File: src/rtl/norm_pkg.sv
// Shared types and defaults for the block normalizer.
// clamp_lead saturates out-of-range leading-one indices.
package norm_pkg;

    localparam int NORM_SIZE   = 10;
    localparam int NORM_LEAD_W = 5;

    typedef enum logic {
        FILL  = 1'b0,
        DRAIN = 1'b1
    } state_t;

    function automatic logic [NORM_LEAD_W-1:0] clamp_lead(
        input logic [NORM_LEAD_W-1:0] lead
    );
        logic [NORM_LEAD_W-1:0] top;
        top = NORM_LEAD_W'(NORM_SIZE - 1);
        return (lead > top) ? top : lead;
    endfunction

endpackage

File: src/rtl/block_norm_buf.sv
// Frame buffer: one synchronous write port, one asynchronous read port.
// Contents are deliberately left unreset.
module block_norm_buf #(
    parameter int SIZE  = 10,
    parameter int FRAME = 8,
    parameter int AW    = $clog2(FRAME)
) (
    input  logic            clk,
    input  logic            we,
    input  logic [AW-1:0]   waddr,
    input  logic [SIZE-1:0] wdata,
    input  logic [AW-1:0]   raddr,
    output logic [SIZE-1:0] rdata
);

    logic [SIZE-1:0] mem [FRAME];

    always_ff @(posedge clk) begin
        if (we) begin
            mem[waddr] <= wdata;
        end
    end

    assign rdata = mem[raddr];

endmodule

File: src/rtl/block_norm.sv
// Block-floating-point normalizer: fill a frame, track max lead,
// then replay every sample shifted by the shared block shift.
module block_norm
    import norm_pkg::*;
#(
    parameter int SIZE   = NORM_SIZE,
    parameter int LEAD_W = NORM_LEAD_W,
    parameter int FRAME  = 8
) (
    input  logic              clk,
    input  logic              rst_n,
    input  logic              in_valid,
    output logic              in_ready,
    input  logic [SIZE-1:0]   in_val,
    input  logic [LEAD_W-1:0] in_lead,
    output logic              out_valid,
    input  logic              out_ready,
    output logic [SIZE-1:0]   out_val,
    output logic [LEAD_W-1:0] out_shift,
    output logic              out_last
);

    localparam int AW = $clog2(FRAME);
    localparam logic [AW-1:0] LAST = AW'(FRAME - 1);
    localparam logic [LEAD_W-1:0] TOP = LEAD_W'(SIZE - 1);

    state_t            state;
    logic [AW-1:0]     wr_ptr;
    logic [AW-1:0]     rd_ptr;
    logic [LEAD_W-1:0] max_lead;
    logic [LEAD_W-1:0] shift_r;
    logic [LEAD_W-1:0] lead_c;
    logic [LEAD_W-1:0] max_nxt;
    logic [SIZE-1:0]   rdata;
    logic              accept;
    logic              xfer;
    logic              is_last;

    assign lead_c  = clamp_lead(in_lead);
    assign max_nxt = (lead_c > max_lead) ? lead_c : max_lead;

    // Handshake flags come straight from the state register.
    assign in_ready  = (state == FILL);
    assign out_valid = (state == DRAIN);
    assign accept    = in_valid && in_ready;
    assign xfer      = out_valid && out_ready;
    assign is_last   = (rd_ptr == LAST);

    assign out_val   = out_valid ? (rdata << shift_r) : '0;
    assign out_shift = out_valid ? shift_r : '0;
    assign out_last  = out_valid && is_last;

    block_norm_buf #(
        .SIZE  (SIZE),
        .FRAME (FRAME),
        .AW    (AW)
    ) u_buf (
        .clk   (clk),
        .we    (accept),
        .waddr (wr_ptr),
        .wdata (in_val),
        .raddr (rd_ptr),
        .rdata (rdata)
    );

    always_ff @(posedge clk) begin
        if (!rst_n) begin
            state    <= FILL;
            wr_ptr   <= '0;
            rd_ptr   <= '0;
            max_lead <= '0;
            shift_r  <= '0;
        end else begin
            unique case (state)
                FILL: begin
                    if (accept) begin
                        max_lead <= max_nxt;
                        wr_ptr   <= wr_ptr + 1'b1;
                        if (wr_ptr == LAST) begin
                            wr_ptr  <= '0;
                            shift_r <= TOP - max_nxt;
                            state   <= DRAIN;
                        end
                    end
                end
                DRAIN: begin
                    if (xfer) begin
                        rd_ptr <= rd_ptr + 1'b1;
                        if (is_last) begin
                            rd_ptr   <= '0;
                            max_lead <= '0;
                            state    <= FILL;
                        end
                    end
                end
                default: state <= FILL;
            endcase
        end
    end

endmodule

File: config.mk
export PLATFORM = sky130hd
export DESIGN_NAME = block_norm
export DESIGN_NICKNAME = d
export VERILOG_FILES = /design/src/rtl/norm_pkg.sv /design/src/rtl/block_norm_buf.sv /design/src/rtl/block_norm.sv
export SDC_FILE = /design/constraint.sdc
export NUM_CORES = 1
export LEC_CHECK = 0
export ABC_AREA = 1
export CAP_MARGIN = 25
export CORE_MARGIN = 5
export CORE_UTILIZATION = 45
export DETAILED_ROUTE_END_ITERATION = 8
export SLEW_MARGIN = 20
export SYNTH_ARGS = -nofsm -noshare
export SYNTH_HDL_FRONTEND = slang
export SYNTH_SLANG_ARGS = --single-unit
File: constraint.sdc
create_clock -name clk -period 3.6 [get_ports clk]
set_input_delay 0.72 -clock clk [delete_from_list [all_inputs] [get_ports clk]]
set_output_delay 0.72 -clock clk [all_outputs]
set_load 0.05 [all_outputs]
* Word-level counts from Yosys, hierarchy flattened
Memories as Yosys holds them, arrays and structs flattened. A register that Yosys moved wholly into a read port is not among the register bits.
Cells that the tools add are included.
** Word-level totals
- Flip-flop bits (word level) :: 17
- Memory bits (writable) :: 80
- Input bits :: 19
- Output and inout bits :: 18
- Word-level logic and storage cells :: 44
- Memories :: 1
** Memories
- u_buf.mem :: words 8, width 10, rd ports 1, clocked after Yosys merged registers in 1, wr ports 1, line block_norm_buf.sv:16 : logic [SIZE-1:0] mem [FRAME];
** Cells by class
- Add/subtract/negate cells :: 3
- $lt $le $gt $ge :: 2
- Equal/unequal tests :: 5
- Shift operators :: 1
- Multiplexer cells :: 19
- Bitwise gates (word level) :: 1
- Reduce and logical (&&, ||, !) cells :: 7
** Operators with widths (count)
- two-way mux 5 bit :: 6
- two-way mux 3 bit :: 4
- two-way mux 10 bit :: 1
- case mux 5 bit (2 select lines) :: 1
- left shift 10 x 5 -> 10 bit :: 1
- adder 3 x 1 -> 3 bit, second input constant :: 2
- equality test 3 bit, second input constant :: 2
- two-way mux 1 bit :: 6
- != test 2 x 1 -> 1 bit, second input constant :: 3
- AND reduction 3 bit :: 2
- greater-than comparator 5 x 4 -> 1 bit, second input constant :: 1
- greater-than comparator 5 bit :: 1
- subtractor 4 x 5 -> 5 bit, first input constant :: 1
- AND reduction 2 bit :: 2
- logical AND 1 bit :: 3
- case mux 1 bit (2 select lines) :: 1
- inverter 1 bit :: 1

* Depth between registers and ports, before layout
Gate-level depths: netlist of the first run.
- Depth after elaboration :: 6
- Mapped depth :: 19
- Mapped depth without buffers :: 19

* By module
From an unflattened synthesis of the first run, not the netlist that was laid out.
** Second synthesis, totals
- Cells, all modules :: 586
- Area, all modules :: 4983.5 µm²
** By module, submodules not included
- block_norm_buf :: instances 1, cells each 364, area an instance 3613.5 µm², seq. area each 2402.3 µm²
- block_norm :: instances 1, cells each 222, area an instance 1370.1 µm², seq. area each 340.3 µm²

* Worst setup path before layout of the first run
OpenSTA, ideal clock, no wires.
- Path type :: flip-flop to output port
- From :: register state, in the netlist out_valid
- To :: output port out_val[5]
- Arrival time :: 2.103 ns
- Required time :: 2.880 ns
- Slack :: 0.777 ns
- Stages on the path, launching flop included :: 8
- Path buffers :: 1
- Path through :: dfxtp_1 buf_2 inv_2 nor2_1 nand3_1 inv_1 nand3_1 o21ai_1
** Between the ends
- Cells in the longest elaborated chain, start to end :: 1
** Ends and longest elaborated chain
- start: declaration :: line block_norm.sv:27 : state_t state;
- start signal: assignment :: line block_norm.sv:68 : state <= FILL;
- start signal: assignment :: line block_norm.sv:82 : state <= DRAIN;
- start signal: assignment :: line block_norm.sv:92 : state <= FILL;
- two-way mux 10 bit :: line block_norm.sv:49 : assign out_val = out_valid ? (rdata << shift_r) : '0;
- end: declaration :: line block_norm.sv:18 : output logic [SIZE-1:0] out_val,
No other way between the ends.

==> impl_metrics.csv, run 1 <==
group,metric,value,unit
status,status,"complete, no violations",
critical_path,arrival,2180,ps
grt,grt_pass1_vias,3402,
grt,grt_use_total,17.07,%
critical_path,crit_type,"flop to output port",
clock_network,clock_path_buffers,2,
place,gp_congestion,0.8489,
synthesis,netlist_area,4860,um^2
floorplan,die_x,113.9,um
sta,fin_crit,2903,ps
critical_path,critical_path_depth,10,
power,clkPwrFrac,31.7,%
floorplan,die_area,12980,um^2
sta,final-hold-violation-count,0,
critical_path,cpMostUsedCell,"nand3_1",
critical_path,cp_max_fo,44,
route,drt-initial-drc-count,262,
layout,antenna_cells,0,
layout,drive_gt1_share,8.403,%
critical_path,path_buf_inv,3,
clock_network,cts_resized,0,
synthesis,synth_ff_type,"edfxtp_1",
synthesis,synth.top_cell.area_share,49.43,%
power,cellPowerDensity,377.0,nW/um^2
clock_network,cts_tree,"yes",
critical_path,end_kind,"output port",
place,hpwl,7038,um
sta,period_share,80.63,%
floorplan,io_pins,37,
place,placed_cell_area,5456,um^2
synthesis,ys_seq_elements,100,
clock_network,cts_setup_buffers,0,
critical_path,slowest_stage,"dfxtp_1",
route,routed_wl,10420,um
floorplan,core_area,10700,um^2
clock_network,clkLatencyLatePin,350,ps
floorplan,chipHeight,113.9,um
critical_path,required,2880,ps
sta,slew_headroom,66.61,%
synthesis,async_flop_share,0,%
grt,grt_max_degree,45,
synthesis,synth_cells,548,
synthesis,ys_warn_count,0,
synthesis,yosysMostFrequentCell,"nand2_1",
sta,tightest_slew,499.3,ps
sta,tns,0,ps
route,ant_nets,0,
synthesis,yosysSeqAreaShare,57.67,%
critical_path,worstPathCellList,"buf_12 > inv_8 > nand2_1 > nand3_1 > nand3_1 > nand3_1 > nand3_1 > nand2_1 > o21ai_1 > buf_12",
synthesis,synth_commonest_cells,"nand2_1 (151), inv_1 (88), edfxtp_1 (80)",
grt,grt_pass1_wl,17230,um
synthesis,avgSynthCellArea,8.868,um^2
clock_network,clkTransAtPathRegs,100,ps
power,p_comb_share,7.8,%
critical_path,r2r_setup_slack,1600,ps
layout,final_nets,619,
critical_path,slowest_delay,360,ps
sta,final_max_slew_viol_count,0,
grt,antenna_found_initial,0,
sta,setup_viol,0,
route,drc,0,
sta,skew,6.727,ps
power,ir_drop,0.2088,mV
clock_network,cts_hold_buf,0,
sta,fmax,344.5,MHz
power,swShare,24.72,%
critical_path,crit_family,"simple AND/OR/NAND/NOR gates",
critical_path,r2r_cells,14,
power,p_int,1.601,mW
route,viasPerCell,4.849,
synthesis,synth_cell_types,30,
grt,overflow,0,
route,wl_per_cell,14.17,um
layout,post_layout_nonfiller_instances,735,
power,switchingPower,0.5257,mW
clock_network,cts-root-buf,"clkbuf_8",
layout,design_area,5640,um^2
floorplan,initial_core_util,45.43,%
worst_hold_path,hold_path_class,"flop to flop",
clock_network,cts-htree-levels,3,
critical_path,crit_end,"out_val[6]",
critical_path,r2r-end,"shift_r[3]$_SDFFE_PN0P_",
power,leakage,2.449,nW
synthesis,synth_nets,577,
synthesis,synthTopCellsByArea,"edfxtp_1 (49%), nand2_1 (12%), dfxtp_1 (8.2%), nand3_1 (7.3%), inv_1 (6.8%)",
route,num_vias,3564,
sta,rsz0062_at_grt,"no",
floorplan,rows,38,
power,p_seq_share,60.4,%
layout,final_util,52.73,%
synthesis,synth_top_area_cell,"edfxtp_1",
critical_path,start_kind,"flop",
place,placed_cells,719,
synthesis,synth_enable_flop_cells,80,
clock_network,cts.sinks,100,
critical_path,reg2reg_from,"max_lead[3]$_SDFFE_PN0P_",
flow_run,cap_violations,0,
route,dr.pass1.iters,4,
clock_network,numCtsBuffers,9,
place,port_buffers,36,
layout,syn2layout_area_growth,16.07,%
[state kept, by name, summed over array words and instances (netlist names), named ones only]
register / cells
out_valid: 1
shift_r: 5
u_buf.mem: 80
wr_ptr: 3
max_lead: 5
rd_ptr: 3
[per-stage QoR]
step	hold WS, ps	power, mW	worst slack [ps]
floorplan	416.9	1.410	777.0
finish	450.3	2.126	697.5
detailed placement	429.6	1.480	539.4
CTS	447.0	2.146	672.5
global placement	428.9	1.476	638.0
global route	463.6	2.221	480.8
[cell families (layout without fill, tap and decap cells)]
logic type	count (synthesis)	after routing	synth area share (%)
AO/OA/AOI/OAI	45	45	5.330
other	1	1	0.07717
buffers and inverters	111	158	10.32
AND/OR/NAND/NOR	281	281	24.02
adder cells (fa/ha/maj)	10	10	2.575
flip-flops	100	100	57.67
[power by group through the flow]
stage	Combinational (mW)	Clock [mW]	Sequential, mW
2_1_floorplan	0.100	0	1.31
3_3_place_gp	0.164	0	1.31
3_5_place_dp	0.168	0	1.31
4_1_cts	0.169	0.692	1.29
5_1_grt	0.192	0.741	1.29
6_report	0.167	0.674	1.29
[layer usage]
layer | part of all wire (%) | wire length, um | track usage, %
met5 | 0 | 0 | 0
met4 | 1.6 | 169 | 5.780
met3 | 4.0 | 414 | 2.440
met2 | 49 | 5149 | 28.34
met1 | 45 | 4684 | 23.05
[cell usage in the layout (no fill, tap or decap), drive strengths merged, types with 2 or more instances in the layout]
cell type,n
nand2,153
inv,94
edfxtp,80
nand3,73
nor2,54
clkdlybuf4s50,26
o21ai,25
buf,22
dfxtp,20
a21oi,12
ha,10
clkbuf,9
clkinv,5
o211ai,3
o22ai,2
clkinvlp,2
[final cells by class]
| cell class | instances | area, um^2 |
|---|---|---|
| Fill cell | 978 | 5057 |
| Sequential cell | 100 | 2803 |
| Multi-Input combinational cell | 337 | 1555 |
| Timing Repair Buffer | 48 | 563.0 |
| Inverter | 94 | 360.3 |
| Tap cell | 140 | 175.2 |
| Clock buffer | 9 | 123.9 |
| Clock inverter | 7 | 60.06 |
[worst register-to-register path: stages (launching register included)]
cell	delay (ps)
dfxtp_1	390
inv_1	60
ha_1	270
nand2_1	70
nor2_1	150
nand2_1	100
nand3_2	110
nand2_2	100
nand2_1	90
nand2_1	70
ha_1	190
inv_1	60
nor2_1	40
o21ai_0	150
inv_1	50
[how the worst min path moves through the flow]
stage / endpoint / slack, ps / cells after the start / start
after floorplan: max_lead[4]$_SDFFE_PN0P_ / 420 / 2 / max_lead[4]$_SDFFE_PN0P_
after global placement: max_lead[4]$_SDFFE_PN0P_ / 430 / 2 / max_lead[4]$_SDFFE_PN0P_
after detailed placement: max_lead[4]$_SDFFE_PN0P_ / 430 / 2 / max_lead[4]$_SDFFE_PN0P_
after CTS: max_lead[4]$_SDFFE_PN0P_ / 450 / 2 / max_lead[4]$_SDFFE_PN0P_
after global routing: max_lead[4]$_SDFFE_PN0P_ / 460 / 2 / max_lead[4]$_SDFFE_PN0P_
final: max_lead[4]$_SDFFE_PN0P_ / 450 / 2 / max_lead[4]$_SDFFE_PN0P_
Power figures use the tool's default switching activity.
==> inputs of run 2 (changes only) <==
Settings changed: PLACE_DENSITY set to 0.67.
Clock period 3.6 ns to 2.35 ns, I/O delays scaled along.
==> impl_metrics.csv, run 2 (synthesis gave the netlist of run 1 again) <==
group,metric,value,unit
floorplan,core_area,10700,um^2
critical_path,end_kind,"output port",
sta,final_max_slew_viol_count,0,
layout,drive_gt1_share,26.85,%
clock_network,numCtsBuffers,9,
route,routed_wl,12090,um
critical_path,crit_family,"simple AND/OR/NAND/NOR gates",
critical_path,path_buf_inv,3,
critical_path,cpMostUsedCell,"nand2_1",
critical_path,slowest_delay,380,ps
layout,reg_top3,"u_buf.mem: 80 flops, max_lead: 5 flops, shift_r: 5 flops",
place,port_buffers,36,
power,cellPowerDensity,545.6,nW/um^2
layout,design_area,6442,um^2
floorplan,die_area,12980,um^2
place,hpwl,7502,um
sta,rsz0062_at_grt,"yes",
worst_hold_path,hold_path_class,"flop to flop",
grt,grt_pass1_wl,18300,um
clock_network,clkLatencyLatePin,360,ps
sta,finalWorstSetupSlack,-149.6,ps
layout,syn2layout_area_growth,32.57,%
power,p_total,3.515,mW
layout,layout_common_cells,"nand2_1 (126), inv_1 (84), edfxtp_1 (80)",
status,status,"finished with violations",
grt,grt_pass1_vias,3767,
power,clkPwrFrac,33.9,%
layout,final_nets,646,
sta,period_share,106.4,%
power,p_comb_share,10.0,%
route,wl_per_cell,15.86,um
grt,grt_use_total,18.11,%
critical_path,worstPathCellList,"buf_12 > clkbuf_16 > nor2_2 > nor2_1 > nand2_1 > nand3_2 > nand2_1 > nand2_1 > o21ai_2 > nand2_1 > nand3_2 > o21ai_2 > buf_12",
critical_path,start_kind,"flop",
sta,setup_viol,10,
clock_network,clkTransAtPathRegs,100,ps
floorplan,die_x,113.9,um
clock_network,clock_path_buffers,2,
place,placed_cells,734,
sta,slew_headroom,66.38,%
grt,antenna_found_initial,0,
route,drc,0,
layout,nFillCells,874,
clock_network,cts.sinks,100,
sta,fin_crit,2500,ps
sta,tightest_slew,502.7,ps
route,viasPerCell,5.125,
power,ir_drop,0.2560,mV
sta,holdWs,454.5,ps
sta,final-hold-violation-count,0,
route,num_vias,3905,
clock_network,cts_tree,"yes",
layout,largest_reg_flops,80,
critical_path,crit_type,"flop to output port",
critical_path,arrival,2030,ps
floorplan,io_pins,37,
status,failed_checks,"setup timing",
grt,overflow,0,
route,ant_nets,0,
layout,post_layout_nonfiller_instances,762,
clock_network,cts_hold_buf,0,
floorplan,initial_core_util,45.43,%
critical_path,required,1880,ps
sta,skew,14.68,ps
power,p_int,2.705,mW
flow_run,cap_violations,0,
layout,regMostFlops,"u_buf.mem",
clock_network,cts-root-buf,"clkbuf_8",
place,gp_congestion,0.8395,
critical_path,cp_max_fo,7,
critical_path,slowest_stage,"dfxtp_4",
layout,antenna_cells,0,
route,drt-initial-drc-count,280,
power,p_seq_share,56.1,%
power,switchingPower,0.8102,mW
power,swShare,23.05,%
place,placed_cell_area,5580,um^2
power,leakage,2.795,nW
floorplan,rows,38,
sta,fmax,400.1,MHz
grt,grt_max_degree,20,
route,dr.pass1.iters,6,
clock_network,cts-htree-levels,3,
layout,mostFrequentLayoutCell,"nand2_1",
floorplan,chipHeight,113.9,um
-- run 2: cell types whose count changed in the layout (fill, tap and decap cells not counted), sizes merged --
cell and delta:
clkbuf +6, clkinv -2, inv +1, buf +25, clkdlybuf4s50 -6, dlygate4sd2 +1, clkinvlp -2, dlymetal6s2s +4
-- run 2: repair_timing --
item	in CTS	in global routing
hold endpoints to repair	0	0
buffers inserted	4	3
cloned	3	2
pin swaps	6	27
endpoints found under the setup margin	14	19
gates resized for setup	57	65
-- run 2: routing by layer --
| layer | global-route usage (%) | vias up | wire length [um] |
|---|---|---|---|
| met5 | 0 | - | 0 |
| met4 | 8.868 | 0 | 425 |
| met3 | 1.910 | 29 | 635 |
| met2 | 30.64 | 135 | 6165 |
| met1 | 23.19 | 1834 | 4859 |
| li1 | - | 1907 | - |
-- run 2: cell type report --
cell class	count	area (um^2)	area share, %
timing repair inverter	1	11.26	0.1748
timing repair buffer	74	897.1	13.93
multi-input combinational	337	1949	30.26
clock buffer	13	212.7	3.302
inverter	94	370.4	5.749
clock inverter	3	18.77	0.2913
tap	140	175.2	2.719
sequential	100	2808	43.58
-- run 2: metrics by stage --
step                setup WS, ps  TNS [ps]  utilization (%)
floorplan                 -47.07    -319.1                -
global placement          -322.2     -1766            52.16
detailed placement        -481.3     -3149            52.16
CTS                       -117.5    -722.9            57.26
global route              -270.0     -1989            60.22
finish                    -149.6    -934.2            60.22
-- run 2: tightest hold or removal path: stages (launching register included) --
cell	delay (ps)
dfxtp_1	330
nand2_1	60
nor2_1	30
-- run 2: path summary, 6_finish.rpt --
check	cells past startpoint	start	slack, ps	to
hold / removal	2	max_lead[4]$_SDFFE_PN0P_	450	max_lead[4]$_SDFFE_PN0P_
setup reg to reg	14	max_lead[2]$_SDFFE_PN0P_	380	shift_r[4]$_SDFFE_PN0P_
hold reg to reg	2	max_lead[4]$_SDFFE_PN0P_	450	max_lead[4]$_SDFFE_PN0P_
setup / recovery	13	flop	-150	out_val[7]
-- run 2: power groups by stage --
stage	registers, mW	clock network [mW]	logic (mW)
CTS	1.97	1.20	0.300
global placement	2.01	0	0.268
global route	1.97	1.27	0.391
detailed placement	2.01	0	0.281
floorplan	2.01	0	0.153
finish	1.97	1.19	0.353
==> inputs of run 3 (changes only) <==
Settings changed: CORE_MARGIN 5 to not set, PLACE_DENSITY 0.67 to not set, PLACE_DENSITY_LB_ADDON set to 0.15.
==> impl_metrics.csv, run 3 (synthesis gave the netlist of run 1 again) <==
group,metric,value,unit
critical_path,worstPathCellList,"buf_12 > buf_6 > nand2_1 > nand3_1 > nand2_1 > nand2_1 > nand2_2 > nand2_2 > nand3_2 > nand3_2 > nand2_1 > nand2_1 > nand2_2 > buf_12",
sta,finalWorstSetupSlack,-105.4,ps
route,drt-initial-drc-count,170,
critical_path,end_kind,"output port",
route,drc,0,
critical_path,required,1880,ps
place,dp_worst_setup_slack,-430.4,ps
power,swShare,24.17,%
grt,grt.busiest_layer,"met2",
sta,final-hold-violation-count,0,
power,p_seq_share,60.5,%
status,status,"finished with violations",
sta,fin_crit,2455,ps
clock_network,cts-root-buf,"clkbuf_8",
route,routed_wl,11120,um
clock_network,cts-htree-levels,3,
floorplan,core_area,10420,um^2
critical_path,slowest_delay,390,ps
clock_network,cts.sinks,100,
sta,period_share,104.5,%
sta,fmax,407.3,MHz
route,wl_per_cell,14.64,um
grt,grt_pass1_vias,3718,
route,ant_nets,0,
grt,overflow,0,
sta,final_max_slew_viol_count,0,
layout,final_nets,648,
route,dr.pass1.iters,4,
power,clkPwrFrac,29.8,%
floorplan,initial_core_util,46.65,%
critical_path,cp_max_fo,6,
layout,largest_reg_flops,80,
floorplan,io_pins,37,
sta,setup_viol,10,
worst_hold_path,hold_path_class,"flop to flop",
grt,grt_pass1_wl,17670,um
grt,grt_max_degree,20,
critical_path,path_buf_inv,3,
power,ir_drop,0.4571,mV
layout,final_util,59.47,%
route,viasPerCell,4.964,
grt,grt_use_total,20.69,%
layout,mostFrequentLayoutCell,"nand2_1",
critical_path,cpMostUsedCell,"nand2_1",
power,p_int,2.469,mW
sta,skew,8.415,ps
clock_network,cts_hold_buf,0,
layout,layout_common_cells,"nand2_1 (134), inv_1 (87), edfxtp_1 (80)",
clock_network,cts_tree,"yes",
grt,gr-usage-met2,36.79,%
place,placed_cells,733,
clock_network,clkTransAtPathRegs,90,ps
layout,reg_top3,"u_buf.mem: 80 flops, max_lead: 5 flops, shift_r: 5 flops",
status,failed_checks,"setup timing",
layout,antenna_cells,0,
critical_path,crit_family,"simple AND/OR/NAND/NOR gates",
grt,met1_usage,25.82,%
power,leakage,2.724,nW
floorplan,chipHeight,105.9,um
layout,post_layout_nonfiller_instances,760,
clock_network,clock_path_buffers,2,
clock_network,numCtsBuffers,9,
floorplan,die_area,11220,um^2
critical_path,crit_type,"flop to output port",
power,cellPowerDensity,525.6,nW/um^2
route,num_vias,3773,
power,switchingPower,0.7869,mW
floorplan,rows,37,
flow_run,cap_violations,0,
critical_path,start_kind,"flop",
sta,rsz0062_at_grt,"yes",
critical_path,slowest_stage,"dfxtp_4",
power,p_total,3.256,mW
layout,design_area,6195,um^2
place,hpwl,7437,um
clock_network,clkLatencyLatePin,360,ps
place,port_buffers,36,
layout,regMostFlops,"u_buf.mem",
place,placed_cell_area,5598,um^2
layout,syn2layout_area_growth,27.47,%
grt,use_met3,4.047,%
layout,drive_gt1_share,22.12,%
layout,nFillCells,915,
critical_path,arrival,1990,ps
grt,antenna_found_initial,0,
floorplan,die_x,105.9,um
power,p_comb_share,9.7,%
place,gp_congestion,0.8648,
[run 3: repair_timing]
item                       4_1_cts  5_1_grt
setup endpoints to repair       13       19
resized for setup               58       26
pin swaps                       19       19
buffers inserted                 7        0
cloned                           3        1
[run 3: final timing paths]
kind	start	end	slack [ps]	cells past startpoint
hold reg to reg	max_lead[4]$_SDFFE_PN0P_	max_lead[4]$_SDFFE_PN0P_	440	2
setup / recovery	flop	out_val[9]	-110	14
hold / removal	max_lead[4]$_SDFFE_PN0P_	max_lead[4]$_SDFFE_PN0P_	440	2
setup reg to reg	max_lead[3]$_SDFFE_PN0P_	shift_r[2]$_SDFFE_PN0P_	460	12
[run 3: power by group through the flow]
stage               clock network [mW]  registers (mW)  logic (mW)
floorplan                            0            2.01       0.153
global placement                     0            2.01       0.271
detailed placement                   0            2.01       0.281
CTS                              0.997            1.97       0.306
global route                      1.06            1.97       0.350
finish                           0.972            1.97       0.316
[run 3: routing by layer]
layer,routed length (um),vias up,share of wire [%]
met3,452,12,4.1
met2,5852,78,53
li1,-,1904,-
met1,4714,1779,42
met5,0,-,0
met4,104,0,0.93
[run 3: cell type report]
type / count / area [um^2] / share of cell area [%]
Sequential cell: 100 / 2809 / 45.34
Multi-Input combinational cell: 337 / 1778 / 28.70
Timing Repair Buffer: 76 / 874.6 / 14.12
Inverter: 94 / 371.6 / 5.999
Tap cell: 136 / 170.2 / 2.747
Clock buffer: 9 / 123.9 / 2.000
Clock inverter: 7 / 51.30 / 0.8281
Timing Repair inverter: 1 / 16.27 / 0.2626
[run 3: worst min-delay path, delay by kind of cell (launching register included)]
kind	cells	cell delay, ps
simple gates	2	90
flops	1	320
[run 3: through the flow]
stage	setup TNS, ps	hold slack [ps]
finish	-668.7	444.8
global route	-1830	496.6
CTS	-848.6	449.0
detailed placement	-2704	434.0
global placement	-1693	432.4
floorplan	-319.1	416.9
